===== src/rtl/wmem_access_sched.sv =====
// Weight-memory access scheduler: one read and one write requester onto the single wrapper port.
// Optional per-bank deep-sleep control is compiled in with `define WMEM_SLEEP_EN.
module wmem_access_sched #(
   parameter int DATA_BIT        = 128,
   parameter int WMEM_DEPTH      = 1536,
   parameter int WMEM_ADDR_WIDTH = $clog2(WMEM_DEPTH),
   parameter int ATTN_DEPTH      = 512,
   parameter int MAX_WAIT        = 8,
   parameter int IDLE_THRESH     = 64,
   parameter int WAKE_CYCLES     = 4
) (
   input  logic                       clk,
   input  logic                       rst,
   input  logic                       wr_valid,
   output logic                       wr_ready,
   input  logic [WMEM_ADDR_WIDTH-1:0] wr_addr,
   input  logic [DATA_BIT-1:0]        wr_data,
   input  logic [DATA_BIT-1:0]        wr_bwe,
   input  logic                       rd_valid,
   output logic                       rd_ready,
   input  logic [WMEM_ADDR_WIDTH-1:0] rd_addr,
   output logic                       rd_rvalid,
   output logic [DATA_BIT-1:0]        rd_rdata,
   output logic                       err_oor,
   output logic [WMEM_ADDR_WIDTH-1:0] wmem_addr,
   output logic                       wmem_ren,
   output logic                       wmem_wen,
   output logic [DATA_BIT-1:0]        wmem_wdata,
   output logic [DATA_BIT-1:0]        wmem_bwe,
   input  logic [DATA_BIT-1:0]        wmem_rdata,
   output logic                       wmem_512_attn_deepslp,
   output logic                       wmem_1024_ffn_deepslp
);
   localparam int AW = WMEM_ADDR_WIDTH;
   localparam int WW = $clog2(MAX_WAIT + 1);

   logic          rd_oor, wr_oor;
   logic          rd_ffn, wr_ffn;
   logic [1:0]    act;
   logic          rd_ok, wr_ok;
   logic          wait_max;
   logic          rd_acc, wr_acc;
   logic [WW-1:0] wait_q, wait_d;
   logic          rvalid_q, rinr_q, err_q;

   assign rd_oor = {1'b0, rd_addr} >= (AW+1)'(WMEM_DEPTH);
   assign wr_oor = {1'b0, wr_addr} >= (AW+1)'(WMEM_DEPTH);
   assign rd_ffn = rd_addr >= AW'(ATTN_DEPTH);
   assign wr_ffn = wr_addr >= AW'(ATTN_DEPTH);

   // out-of-range requests never touch a bank, so they bypass bank state
   assign rd_ok = rd_oor | act[rd_ffn];
   assign wr_ok = wr_oor | act[wr_ffn];

   assign wait_max = (wait_q == WW'(MAX_WAIT));
   assign rd_ready = ~rst & rd_ok & ~(wr_valid & wr_ok & wait_max);
   assign wr_ready = ~rst & wr_ok & (~(rd_valid & rd_ok) | wait_max);
   assign rd_acc   = rd_valid & rd_ready;
   assign wr_acc   = wr_valid & wr_ready;

   assign wmem_ren   = rd_acc & ~rd_oor;
   assign wmem_wen   = wr_acc & ~wr_oor;
   assign wmem_addr  = wr_acc ? wr_addr : rd_addr;
   assign wmem_wdata = wr_acc ? wr_data : '0;
   assign wmem_bwe   = wr_acc ? wr_bwe : '0;

   always_comb begin
      wait_d = wait_q;
      if (wr_acc)
         wait_d = '0;
      else if (wr_valid & wr_ok & rd_acc & ~wait_max)
         wait_d = wait_q + 1'b1;
   end

   always_ff @(posedge clk) begin
      if (rst) begin
         wait_q   <= '0;
         rvalid_q <= 1'b0;
         rinr_q   <= 1'b0;
         err_q    <= 1'b0;
      end else begin
         wait_q   <= wait_d;
         rvalid_q <= rd_acc;
         rinr_q   <= rd_acc & ~rd_oor;
         err_q    <= (rd_acc & rd_oor) | (wr_acc & wr_oor);
      end
   end

   assign rd_rvalid = rvalid_q;
   assign rd_rdata  = rinr_q ? wmem_rdata : '0;
   assign err_oor   = err_q;

`ifdef WMEM_SLEEP_EN
   typedef enum logic [1:0] {B_ACTIVE, B_SLEEP, B_WAKE} bank_e;
   localparam int IW = $clog2(IDLE_THRESH);
   localparam int KW = $clog2(WAKE_CYCLES + 1);

   logic [1:0] slp;

   for (genvar b = 0; b < 2; b++) begin : g_bank
      bank_e         st_q;
      logic [IW-1:0] idle_q;
      logic [KW-1:0] wake_q;
      logic          acc, req;

      assign acc = (rd_acc & ~rd_oor & (rd_ffn == 1'(b)))
                 | (wr_acc & ~wr_oor & (wr_ffn == 1'(b)));
      assign req = (rd_valid & ~rd_oor & (rd_ffn == 1'(b)))
                 | (wr_valid & ~wr_oor & (wr_ffn == 1'(b)));

      // idle_q lags the idle-cycle count by one, so sleep lands IDLE_THRESH
      // cycles after the last accept
      always_ff @(posedge clk) begin
         if (rst) begin
            st_q   <= B_ACTIVE;
            idle_q <= '0;
            wake_q <= '0;
         end else begin
            case (st_q)
               B_ACTIVE: begin
                  if (acc) begin
                     idle_q <= '0;
                  end else if (idle_q == IW'(IDLE_THRESH - 2)) begin
                     st_q   <= B_SLEEP;
                     idle_q <= '0;
                  end else begin
                     idle_q <= idle_q + 1'b1;
                  end
               end
               B_SLEEP: begin
                  if (req) begin
                     st_q   <= B_WAKE;
                     wake_q <= KW'(WAKE_CYCLES - 1);
                  end
               end
               B_WAKE: begin
                  if (wake_q == '0)
                     st_q <= B_ACTIVE;
                  else
                     wake_q <= wake_q - 1'b1;
               end
               default: st_q <= B_ACTIVE;
            endcase
         end
      end

      assign act[b] = (st_q == B_ACTIVE);
      assign slp[b] = (st_q == B_SLEEP);
   end

   assign wmem_512_attn_deepslp = slp[0];
   assign wmem_1024_ffn_deepslp = slp[1];
`else
   assign act                   = 2'b11;
   assign wmem_512_attn_deepslp = 1'b0;
   assign wmem_1024_ffn_deepslp = 1'b0;
`endif

endmodule

===== config.mk =====
export PLATFORM = sky130hd
export DESIGN_NAME = wmem_access_sched
export DESIGN_NICKNAME = d
export VERILOG_FILES = /design/src/rtl/wmem_access_sched.sv
export SDC_FILE = /design/constraint.sdc
export NUM_CORES = 1
export LEC_CHECK = 0
export CAP_MARGIN = 20
export CELL_PAD_IN_SITES_DETAIL_PLACEMENT = 1
export CELL_PAD_IN_SITES_GLOBAL_PLACEMENT = 1
export CORE_AREA = 2 2 314 316
export CTS_CLUSTER_DIAMETER = 150
export CTS_CLUSTER_SIZE = 24
export DETAILED_ROUTE_END_ITERATION = 7
export DIE_AREA = 0 0 316 318
export PLACE_DENSITY = 0.48
export SLEW_MARGIN = 20
export SYNTH_ARGS = -nofsm -noshare
export SYNTH_HDL_FRONTEND = slang
export SYNTH_SLANG_ARGS = --single-unit
export TNS_END_PERCENT = 10

===== constraint.sdc =====
create_clock -name clk -period 2.2 [get_ports clk]
set_input_delay 0.44 -clock clk [delete_from_list [all_inputs] [get_ports clk]]
set_output_delay 0.44 -clock clk [all_outputs]
set_load 0.01 [all_outputs]

After elaboration in Yosys (flattened, before gate mapping)
Cells that the tools add are included.
{"block": "word_totals", "input_bits": 410, "out_inout_bits": 403, "reg_bits": 7, "wordCells": 44}
{"block": "classes", "magnitude_cmp": 6, "n_bitwise": 25, "addsub": 1, "n_eq_ne": 1, "mux": 6, "reduce_logical": 1}
{"op": "$mux W128", "count": 3}
{"op": "$ge A11 B10 Y1 const B", "count": 2}
{"op": "$ge A11 B11 Y1 const B", "count": 2}
{"op": "$and A1 B1 Y1", "count": 15}
{"op": "$mux W11", "count": 1}
{"op": "$not A1 Y1", "count": 6}
{"op": "$add A4 B1 Y4 const B", "count": 1}
{"op": "$eq A4 B4 Y1 const B", "count": 1}
{"op": "$lt A1 B2 Y1 const B", "count": 2}
{"op": "$or A1 B1 Y1", "count": 4}
{"op": "$mux W1", "count": 2}
{"op": "$reduce_or A2 Y1", "count": 1}

Longest topological paths before layout
{"block": "depth", "word_depth": 11, "depth_mapped": 7, "ltp_nobuf": 5}

Least setup slack after synthesis
OpenSTA, ideal clock, no wires.
{"block": "synth_path", "path_type": "register -> output", "start": "register wait_q[0]", "end": "output port wmem_addr[8]", "arrival_time_ns": 1.694, "n_path_buf": 1, "required_time_ns": 1.760, "path_stages_with_launch": 7, "path_slack_ns": 0.066, "path_cell_list": "dfxtp_1 > inv_1 > ha_1 > nand3b_4 > a211oi_4 > buf_2 > mux2_2"}
{"block": "synth_between", "elab_chain_len": 5}
{"item": "from (decl)", "line_no": "43", "text": "logic [WW-1:0] wait_q, wait_d;"}
{"item": "from (signal assigned)", "line_no": "82", "text": "wait_q <= wait_d;"}
{"item": "$eq A4 B4 Y1", "line_no": "55", "text": "assign wait_max = (wait_q == WW'(MAX_WAIT));"}
{"item": "$or A1 B1 Y1", "line_no": "57", "text": "assign wr_ready = ~rst & wr_ok & (~(rd_valid & rd_ok) | wait_max);"}
{"item": "$and A1 B1 Y1", "line_no": "57"}
{"item": "$and A1 B1 Y1", "line_no": "59", "text": "assign wr_acc = wr_valid & wr_ready;"}
{"item": "$mux W11", "line_no": "63", "text": "assign wmem_addr = wr_acc ? wr_addr : rd_addr;"}
{"item": "to (decl)", "line_no": "25", "text": "output logic [WMEM_ADDR_WIDTH-1:0] wmem_addr,"}
Every way passes these cells.

Worst setup path in the final report
{"block": "layout_path", "start": "register wait_q[1]", "end": "output port wmem_wdata[67]"}
{"block": "layout_between", "elab_chain_len": 5}
{"item": "$eq A4 B4 Y1", "line_no": "55"}
{"item": "$or A1 B1 Y1", "line_no": "57"}
{"item": "$and A1 B1 Y1", "line_no": "57"}
{"item": "$and A1 B1 Y1", "line_no": "59"}
{"item": "$mux W128", "line_no": "64", "text": "assign wmem_wdata = wr_acc ? wr_data : '0;"}
{"item": "to (decl)", "line_no": "28", "text": "output logic [DATA_BIT-1:0] wmem_wdata,"}
Every way passes these cells.

==> results_dict.tcl <==
set metrics [dict create \
    hold_ws_ns 0.595 \
    wl_met3_um 8780 \
    ys_seq_area_frac 0.0447 \
    ys_seq_elements 7 \
    setup_violations 269 \
    final_net_count 1759 \
    critPathBufInv 7 \
    wl_met2_um 28900 \
    period_share 1.19 \
    fp.dieH_um 318 \
    clk_pin_slew_ns 0.04 \
    die_w_um 316 \
    synthTopCellsByArea "and2_1 77%, dfxtp_1 4.5%, mux2_2 3.9%, clkbuf_2 3.4%, clkbuf_1 2.4%" \
    cts.sinks 7 \
    violations "setup timing" \
    core_area_mm2 0.0974 \
    synth-edff-count 0 \
    final.setup_skew_ns 0.000447 \
    setup-tns-final_ns -73.24 \
    grt_max_degree 43 \
    rsz0062_at_grt "true" \
    rrSetupSlack_ns 0.70 \
    wl_per_cell_um 23.5 \
    cpMaxStageDelayCell "dfxtp_2" \
    startpoint_type "register" \
    gr-total-overflow 0 \
    ant_nets 0 \
    cts-root-buf "clkbuf_16" \
    synthFlopType "dfxtp_1" \
    dieArea_mm2 0.100 \
    dp.cells 2572 \
    grt_pass1_vias 7356 \
    hpwlAfterDp_um 55300 \
    hold_path.class "reg -> reg" \
    drive_gt1_frac 0.350 \
    met1_length_um 23600 \
    avgViaCountPerCell 2.65 \
    synth_area_leader_cell "and2_1" \
    start_util 0.0322 \
    placed_area_mm2 0.0134 \
    vdd_drop_max_uv 270 \
    async_flop_share 0 \
    slew_violations 0 \
    grt.total_usage 0.112 \
    fmax_ghz 0.381 \
    fin_ws_ns -0.427 \
    place_congestion 0.824 \
    max_stage_delay_ns 0.31 \
    worstPathRequired_ns 1.76 \
    area_growth_pct 361 \
    antenna_found_initial 63 \
    port_buffers 810 \
    grt_pass1_wl_um 74300 \
    hold_viol 0 \
    maxCapViolations 0 \
    period_minus_slack_ns 2.63 \
    critPathTopFamily "buffers and inverters" \
    ioPinCount 813 \
    pre_cts_ws_ns -0.911 \
    cellPowerDensity_mw_per_mm2 172 \
    route.detailed.drc 0 \
    p_leak_nw 6.31 \
    drt_pre_antenna_iters 4 \
    cts_buffers 3 \
    syn-instance-count 486 \
    cts_hold_buf 0 \
    top_layer "met5" \
    yosysWarnings 0 \
    cts_tree "built" \
    crit_path_cell_trace "inv_2 -> ha_4 -> nand3b_4 -> a211oi_4 -> buf_6 -> clkbuf_16 -> buf_12 -> buf_16 -> clkbuf_16 -> and2_4 -> buf_12" \
    wl_um 62000 \
    path_class "reg -> out" \
    cts_htree_levels 1 \
    row_count 115 \
    fin_cells 2637 \
    worstPathArrival_ns 2.19 \
    drtIter0Drc 132 \
    num_vias 6998 \
    run_status "finished, violations left" \
    yosysMostFrequentCell "and2_1" \
    critPathMaxFanout 7 \
    synthDistinctLibCells 23 \
    critPathCaptureType "output port" \
    design_area_mm2 0.0145 \
    insertion_delay_ns 0.23 \
    clock_path_buffers 2 \
    synth_common_cells "385 x and2_1, 21 x clkbuf_2, 20 x clkbuf_1, 11 x mux2_2, 7 x dfxtp_1" \
    syn_area_mm2 0.00314 \
    avgSynthCellArea_um2 6.45 \
    synth_top_area_frac 0.768 \
]
final timing paths:
path | startpoint | endpoint | cells past startpoint
setup / recovery | wait_q[1] | wmem_wdata[67] | 11
hold / removal | wait_q[1] | wait_q[1] | 3
setup reg to reg | wait_q[1] | err_oor | 9
hold reg to reg | wait_q[1] | wait_q[1] | 3
worst min-delay path: stages (launching register included):
cell     delay, ns
dfxtp_2       0.31
buf_4         0.13
nand2_1       0.05
a21oi_1       0.06
layer usage:
layer  GRT usage  up-vias
met5           0        -
met4     0.00411       36
met3      0.0723       84
met2       0.189      473
met1       0.123     3227
li1            -     3178
cell families after synthesis:
| group | Yosys count | synth area share |
|---|---|---|
| mux | 11 | 0.0395 |
| other cells | 1 | 0.00120 |
| simple gates | 401 | 0.799 |
| buf+inv | 52 | 0.0806 |
| flops | 7 | 0.0447 |
| compound gates | 12 | 0.0271 |
| fa+ha+maj | 2 | 0.00798 |
cell usage in the layout, fill, tap and decap left out, types with 2 or more instances in the layout:
cell type | Yosys | final
a21oi_1 | 6 | 6
buf_8 | 0 | 8
nor2b_1 | 3 | 3
dfxtp_1 | 7 | 4
buf_16 | 0 | 7
dlymetal6s2s_1 | 0 | 31
buf_6 | 3 | 106
dlygate4sd2_1 | 0 | 5
and2_4 | 0 | 119
clkbuf_16 | 0 | 16
inv_2 | 0 | 3
clkdlybuf4s50_1 | 0 | 538
buf_12 | 0 | 55
nand2_1 | 6 | 6
and2_1 | 385 | 266
dfxtp_2 | 0 | 3
inv_1 | 5 | 2
nand4_1 | 4 | 4
buf_4 | 2 | 36
conb_1 | 1 | 2
buf_2 | 1 | 82
a31oi_1 | 2 | 2
diode_2 | 0 | 4
mux2_2 | 11 | 11
clkbuf_2 | 21 | 20
what timing repair did:
action | in CTS | in global routing
buffers inserted | 8 | 31
cloned | 5 | 16
pin swaps | 2 | 60
setup endpoints to repair | 284 | 345
gates resized for setup | 251 | 729
sequential cells by signal, summed over array words and instances (netlist names):
name	flops
err_oor	1
rd_rvalid	1
rinr_q	1
wait_q	4
layout make-up:
class | instances | area [µm²]
Antenna cell | 4 | 10.0
Clock buffer | 4 | 78.8
Fill cell | 11507 | 82900
Inverter | 5 | 18.8
Multi-Input combinational cell | 428 | 3070
Sequential cell | 7 | 144
Tap cell | 1287 | 1610
Timing Repair Buffer | 902 | 9540
per-stage QoR:
step / util / total power [mW]
detailed placement: 0.137 / 2.02
floorplan: - / 0.520
finish: 0.149 / 2.49
CTS: 0.140 / 2.36
global placement: 0.137 / 2.01
global route: 0.148 / 2.63
where the power goes:
group	internal (mW)	switching (mW)	leakage (nW)	total (mW)
registers	0.132	0.00269	0.0584	0.135
logic	1.33	0.704	6.22	2.04
clock network	0.241	0.0705	0.0382	0.312
total	1.71	0.777	6.31	2.49
Power figures use the tool's default switching activity.
